[src/rtl/ram_access_arbiter_pkg.sv]
// Shared types and constants for the RAM access arbiter.
package ram_arb_pkg;

  localparam int ADDR_W = 8;
  localparam int DATA_W = 8;

  // Port indices; the registered winner flag holds one of these.
  localparam logic PORT_C = 1'b0;
  localparam logic PORT_D = 1'b1;

  typedef enum logic [1:0] {
    IDLE   = 2'd0,
    ACCESS = 2'd1,
    WAIT   = 2'd2
  } state_t;

  // Port C wins unless only D asks or D is being forced through.
  function automatic logic pick_port(input logic c_req, input logic d_req,
                                     input logic force_d);
    return (d_req && (!c_req || force_d)) ? PORT_D : PORT_C;
  endfunction

endpackage

[src/rtl/ram_access_arbiter_starve_counter.sv]
// Saturating count of arbitrations port D lost while requesting.
// hit is high while the count equals MAX_WAIT.
module ram_arb_starve_counter #(
  parameter int unsigned MAX_WAIT = 4
) (
  input  logic clk,
  input  logic rst_n,
  input  logic inc,
  input  logic clr,
  output logic hit
);

  localparam logic [3:0] LIMIT = 4'(MAX_WAIT);

  logic [3:0] count;

  // Clear has priority over increment; the count sticks at 15.
  always_ff @(posedge clk or negedge rst_n) begin
    if (!rst_n) begin
      count <= '0;
    end else if (clr) begin
      count <= '0;
    end else if (inc && (count != '1)) begin
      count <= count + 4'd1;
    end
  end

  assign hit = (count == LIMIT);

endmodule

[src/rtl/ram_access_arbiter.sv]
// Two-port arbiter/sequencer for the single-port 256-byte block RAM.
// Port C has fixed priority over port D. Defining RAM_ARB_STARVE_GUARD_EN
// adds a starvation guard that forces D through after MAX_WAIT losses.
module ram_access_arbiter
  import ram_arb_pkg::*;
#(
  parameter int unsigned MAX_WAIT = 4
) (
  input  logic              qzt_clk,
  input  logic              reset_n,
  input  logic              en,
  input  logic              c_req,
  input  logic              c_we,
  input  logic [ADDR_W-1:0] c_addr,
  input  logic [DATA_W-1:0] c_wdata,
  input  logic              d_req,
  input  logic              d_we,
  input  logic [ADDR_W-1:0] d_addr,
  input  logic [DATA_W-1:0] d_wdata,
  output logic              c_gnt,
  output logic              d_gnt,
  output logic              c_done,
  output logic              d_done,
  output logic [DATA_W-1:0] c_rdata,
  output logic [DATA_W-1:0] d_rdata,
  output logic              ram_en,
  output logic              ram_we,
  output logic [ADDR_W-1:0] ram_addr,
  output logic [DATA_W-1:0] ram_wdata,
  input  logic [DATA_W-1:0] ram_rdata
);

  if ((MAX_WAIT < 1) || (MAX_WAIT > 15)) begin : g_bad_max_wait
    $error("ram_access_arbiter: MAX_WAIT must be in 1..15");
  end

  state_t            state;
  logic              win_port;
  logic              win_we;

  logic              arbitrate;
  logic              pick;
  logic              force_d;
  logic              sel_we;
  logic [ADDR_W-1:0] sel_addr;
  logic [DATA_W-1:0] sel_wdata;

  // Arbitration decision and the winner's command fields.
  always_comb begin
    arbitrate = (state == IDLE) && en && (c_req || d_req);
    pick      = pick_port(c_req, d_req, force_d);
    if (pick == PORT_D) begin
      sel_we    = d_we;
      sel_addr  = d_addr;
      sel_wdata = d_wdata;
    end else begin
      sel_we    = c_we;
      sel_addr  = c_addr;
      sel_wdata = c_wdata;
    end
  end

`ifdef RAM_ARB_STARVE_GUARD_EN
  logic starve_inc;
  logic starve_clr;
  logic starve_hit;

  // A loss only counts when D was actually asking.
  always_comb begin
    starve_inc = arbitrate && d_req && (pick == PORT_C);
    starve_clr = arbitrate && (pick == PORT_D);
  end

  ram_arb_starve_counter #(
    .MAX_WAIT(MAX_WAIT)
  ) u_starve (
    .clk  (qzt_clk),
    .rst_n(reset_n),
    .inc  (starve_inc),
    .clr  (starve_clr),
    .hit  (starve_hit)
  );

  assign force_d = starve_hit;
`else
  assign force_d = 1'b0;
`endif

  // Access sequencer: IDLE arbitrates, ACCESS strobes the RAM, WAIT
  // covers the read latency and completes the transaction.
  always_ff @(posedge qzt_clk or negedge reset_n) begin
    if (!reset_n) begin
      state     <= IDLE;
      win_port  <= PORT_C;
      win_we    <= 1'b0;
      c_gnt     <= 1'b0;
      d_gnt     <= 1'b0;
      c_done    <= 1'b0;
      d_done    <= 1'b0;
      c_rdata   <= '0;
      d_rdata   <= '0;
      ram_en    <= 1'b0;
      ram_we    <= 1'b0;
      ram_addr  <= '0;
      ram_wdata <= '0;
    end else begin
      c_gnt  <= 1'b0;
      d_gnt  <= 1'b0;
      c_done <= 1'b0;
      d_done <= 1'b0;
      ram_en <= 1'b0;
      ram_we <= 1'b0;
      unique case (state)
        IDLE: begin
          if (arbitrate) begin
            win_port  <= pick;
            win_we    <= sel_we;
            ram_en    <= 1'b1;
            ram_we    <= sel_we;
            ram_addr  <= sel_addr;
            ram_wdata <= sel_wdata;
            c_gnt     <= (pick == PORT_C);
            d_gnt     <= (pick == PORT_D);
            state     <= ACCESS;
          end
        end
        ACCESS: begin
          state <= WAIT;
        end
        WAIT: begin
          if (win_port == PORT_D) begin
            d_done <= 1'b1;
            if (!win_we) d_rdata <= ram_rdata;
          end else begin
            c_done <= 1'b1;
            if (!win_we) c_rdata <= ram_rdata;
          end
          state <= IDLE;
        end
        default: begin
          state <= IDLE;
        end
      endcase
    end
  end

endmodule
[config.mk]
export PLATFORM = sky130hd
export DESIGN_NAME = ram_access_arbiter
export DESIGN_NICKNAME = d
export VERILOG_FILES = /design/src/rtl/ram_access_arbiter_pkg.sv /design/src/rtl/ram_access_arbiter_starve_counter.sv /design/src/rtl/ram_access_arbiter.sv
export SDC_FILE = /design/constraint.sdc
export NUM_CORES = 1
export LEC_CHECK = 0
export BUFFER_PORTS_ARGS = -buffer_cell sky130_fd_sc_hd__buf_2
export CORE_ASPECT_RATIO = 1.2
export CORE_MARGIN = 2
export CORE_UTILIZATION = 42
export DETAILED_ROUTE_END_ITERATION = 7
export HOLD_SLACK_MARGIN = 0.1
export PLACE_DENSITY = 0.82
export SLEW_MARGIN = 20
export SYNTH_ARGS = -nofsm -noshare
export SYNTH_HDL_FRONTEND = slang
export SYNTH_SLANG_ARGS = --single-unit
export TNS_END_PERCENT = 50
[constraint.sdc]
create_clock -name qzt_clk -period 1.5 [get_ports qzt_clk]
set_input_delay 0.225 -clock qzt_clk [delete_from_list [all_inputs] [get_ports qzt_clk]]
set_output_delay 0.225 -clock qzt_clk [all_outputs]
set_load 0.02 [all_outputs]
* After elaboration in Yosys (flattened, before gate mapping) *
Cells that the tools add are included.

operators by class
  reduce and logical (&&, ||, !) cells = 9
  muxes and demuxes = 18
  eq/ne operators = 3
  bitwise operators = 3

operators by type and width
  cell                                                  count
  two-way mux 8 bit                                     2
  two-way mux 1 bit                                     14
  AND reduction 3 bit                                   2
  one-hot mux 2 bit (2 select lines)                    1
  logical AND 1 bit                                     3
  NOT 1 bit                                             3
  equality test 2 x 1 -> 1 bit (second input constant)  1
  equality test 2 bit (second input constant)           1
  zero test 2 bit                                       1
  two-way mux 2 bit                                     1
  != test 2 bit (second input constant)                 1
  AND reduction 2 bit                                   1
  zero test 1 bit                                       1
  logical OR 1 bit                                      1

storage, ports and cells
  output and inout port bits = 38
  input port bits = 47
  flip-flop bits (word level) = 42
  word-level logic and storage cells = 46

* Longest topological paths before layout *
  depth after elaboration = 6
  mapped depth = 5
  mapped depth without buffers = 3

* Worst setup path after synthesis *
No wires, ideal clock.

  path type = flip-flop to flip-flop
  start point = register state[1]
  end point = register ram_addr[2]
  path buffers = 2
  period minus slack after synthesis = 1510 ps
  slack = -10 ps
  library setup time = 125 ps
  stages on the path, launching flop included = 6
  required time = 1375 ps
  arrival = 1385 ps
  cells stage by stage = dfrtp_1 nor3b_2 o21a_1 buf_6 buf_8 mux2_4

between the ends
  longest elaborated chain between the ends = 4

ends and longest elaborated chain
  what                             RTL line                                             RTL
  start: declaration               ram_access_arbiter.sv:37                             state_t state;
  start signal: assignment         ram_access_arbiter.sv:93                             state <= IDLE;
  start signal: assignment         ram_access_arbiter.sv:124                            state <= ACCESS;
  start signal: assignment         ram_access_arbiter.sv:128                            state <= WAIT;
  zero test 2 bit *                ram_access_arbiter.sv:50, ram_access_arbiter.sv:113
  logical AND 1 bit (2 in a row)   ram_access_arbiter.sv:50                             arbitrate = (state == IDLE) && en && (c_req || d_req);
  AND reduction 2 bit (no line) *  --
  end signal: assignment           ram_access_arbiter.sv:120                            ram_addr <= sel_addr;
  end: declaration                 ram_access_arbiter.sv:28                             output logic [ADDR_W-1:0] ram_addr,

Every way passes the cells marked *; elsewhere a longest branch is shown, timed or not.
A chain may end at the register's enable or synchronous reset.

* Worst setup path after layout *
  start point = register state[1]
  end point = register ram_addr[4]

Same word-level chain as after synthesis.

==> impl_metrics.toml <==
[cells_and_area]
num-fill-cells = 354
area_growth_pct = 37.55
layout-drive-gt1-share = 0.7286
antennaDiodeCount = 0
final_core_util = 0.6001
final_cells = 266
nets = 256

[power]
ir_worst_vdd_mv = 0.8536
power_density_mw_per_mm2 = 1573
power.total_mw = 4.022
power_leakage_nw = 1.342

[run_status]
status = "finished, final reports clean"

[global_routing]
grt_usage = 0.1602
overflow = 0
grt_pass1_wl_mm = 6.196
grt_max_degree = 24
grt_pass1_vias = 1321
antenna_found_initial = 0

[synthesis]
yosysSeqAreaShare = 0.5653
yosysUniqueCellTypes = 21
ys_top_cells_by_area = "dfrtp_1 57%, mux2_2 17%, mux2_4 15%"
syn_inst = 113
synthFlopType = "dfrtp_1"
synth-edff-count = 0
synth_top_cell_by_area = "dfrtp_1"
yosys_warnings = 0
ys_ff_latch = 42
ys_async_sr_fraction = 1.000
synth.top_cell.area_share = 0.5653
syn_area_mm2 = 0.001859
synth_most_common_cell = "dfrtp_1"
syn_avg_cell_area_um2 = 16.45
syn-num-nets = 160
synthTopCellsByCount = "42 x dfrtp_1, 28 x mux2_2, 18 x mux2_4"

[timing]
finalCritPeriodShare = 0.9774
finClkSkew_ns = 0.005944
max_freq_mhz = 682.1
fin_setup_tns_ns = 0
relSlewSlack = 0.6941
fin_crit_ns = 1.466
worst_pin_slew_ns = 0.4588
maxSlewViolCount = 0
hold_viol_final = 0
rsz0062_at_grt = "yes"
finalSetupViolations = 0

[die]
fp.dieW_um = 64.74
die_h_um = 76.89
ios = 85
coreArea_mm2 = 0.004262
die_area_mm2 = 0.004977
start_util = 0.4363
rows = 26

[placement]
gp_congestion = 0.7096
dpl.hpwl_mm = 2.855
dp.cells = 255
io_buffers = 84

[routing]
wl_mm = 3.615
vias_per_cell = 4.654
via_count = 1238
firstDrtPassIters = 2
drt_iter0_drc = 29
drc = 0
postRouteAntennaNets = 0
drt-wirelength-per-cell_um = 13.59

[clock_tree]
cts_root_buf = "clkbuf_8"
cts.path.max_buffers = 2
clk_latency_ns = 0.29
cts.sinks = 42
cts_buffers = 5
clk_pin_slew_ns = 0.08
cts_tree = "done"
h-tree-depth = 2

[critical_path]
start_kind = "register"
required_ns = 1.67
path_class = "register to register"
crit_path_max_fanout = 7
crit_arrival_ns = 1.64
critPathCaptureType = "register"

[job]
drv_cap = 0

[min_path]
hold_class = "primary input to register"
report_power, final:
part / switching [mW] / internal [mW] / leakage [nW] / total, mW
logic: 0.777 / 0.705 / 0.772 / 1.48
clock network: 0.366 / 0.490 / 0.0579 / 0.855
registers: 0.192 / 1.49 / 0.512 / 1.68
path summary, 6_finish.rpt:
kind / slack (ns) / start / cells after the start / to
worst max-delay path: 0.03 / state[1] / 4 / ram_addr[4]
worst min-delay path: 0.17 / ram_rdata[5] / 2 / c_rdata[5]
worst max register to register: 0.03 / state[1] / 4 / ram_addr[4]
worst min register to register: 0.48 / c_rdata[5] / 1 / c_rdata[5]
max in group asynchronous: 0.61 / reset_n / 3 / ram_addr[4]
min in group asynchronous: 0.41 / reset_n / 2 / d_rdata[7]
layout by cell type, fill, tap and decap left out:
cell type / instances
buf_2: 84
dfrtp_1: 42
mux2_4: 25
mux2_2: 21
clkbuf_8: 5
buf_4: 5
buf_12: 3
nand2b_1: 2
mux2i_1: 2
nor2b_1: 2
nor2_1: 2
and2_2: 2
mux2_1: 2
clkinv_2: 2
nor3b_2: 1
o21a_2: 1
and3b_1: 1
and3b_2: 1
nor3_4: 1
inv_1: 1
a21oi_1: 1
o21a_1: 1
bufinv_16: 1
clkbuf_16: 1
dlygate4sd3_1: 1
metal layers:
layer  GRT usage  share of wire  routed length, µm  vias up
li1            -              -                  -      587
met1      0.1841           0.42               1502      587
met2      0.2835           0.51               1845       61
met3     0.05279          0.067                242        3
met4     0.03830         0.0069                 25        0
met5           0              0                  0        -
stage by stage:
step	hold WS, ns	setup WS (ns)	instance area [µm²]
2_1_floorplan	-0.07059	0.001425	1859
3_3_place_gp	0.1996	0.06497	2377
3_5_place_dp	0.1981	0.02393	2377
4_1_cts	0.1529	0.01514	2496
5_1_grt	0.1680	-0.05635	2557
6_report	0.1666	0.03395	2557
area by class of cell:
type | instances | area (µm²) | share of cell area
well taps | 56 | 70.07 | 0.02740
clock inverters | 3 | 40.04 | 0.01566
multi-input cells | 65 | 770.7 | 0.3014
repair buffers | 94 | 553.0 | 0.2162
flip-flops and latches | 42 | 1051 | 0.4110
inverters | 1 | 3.754 | 0.001468
clock buffers | 5 | 68.82 | 0.02691
critical path: stages (launching register included):
cell and delay [ns]:
dfrtp_1 0.42, nor3b_2 0.22, o21a_2 0.24, clkbuf_16 0.18
mux2_4 0.29
flip-flops by register name (all words and copies together) (netlist names):
register,cells
d_done,1
ram_en,1
ram_wdata,8
win_we,1
c_rdata,8
d_rdata,8
d_gnt,1
c_gnt,1
ram_we,1
state,2
win_port,1
ram_addr,8
c_done,1
what timing repair did:
item	4_1_cts	5_1_grt
gates resized for setup	0	9
setup buffers	0	1
endpoints found under the hold margin	19	0
setup endpoints to repair	0	18
hold buffers	1	0
cells by family (layout without fill, tap and decap cells):
kind of cell | count (synthesis) | count (layout) | share of synthesized area
buffers and inverters | 6 | 103 | 0.03566
multiplexers | 50 | 50 | 0.3378
flip-flops | 42 | 42 | 0.5653
AO/OA/AOI/OAI | 3 | 3 | 0.01076
AND/OR/NAND/NOR | 12 | 12 | 0.05048
(Power assumes the default switching activity.)
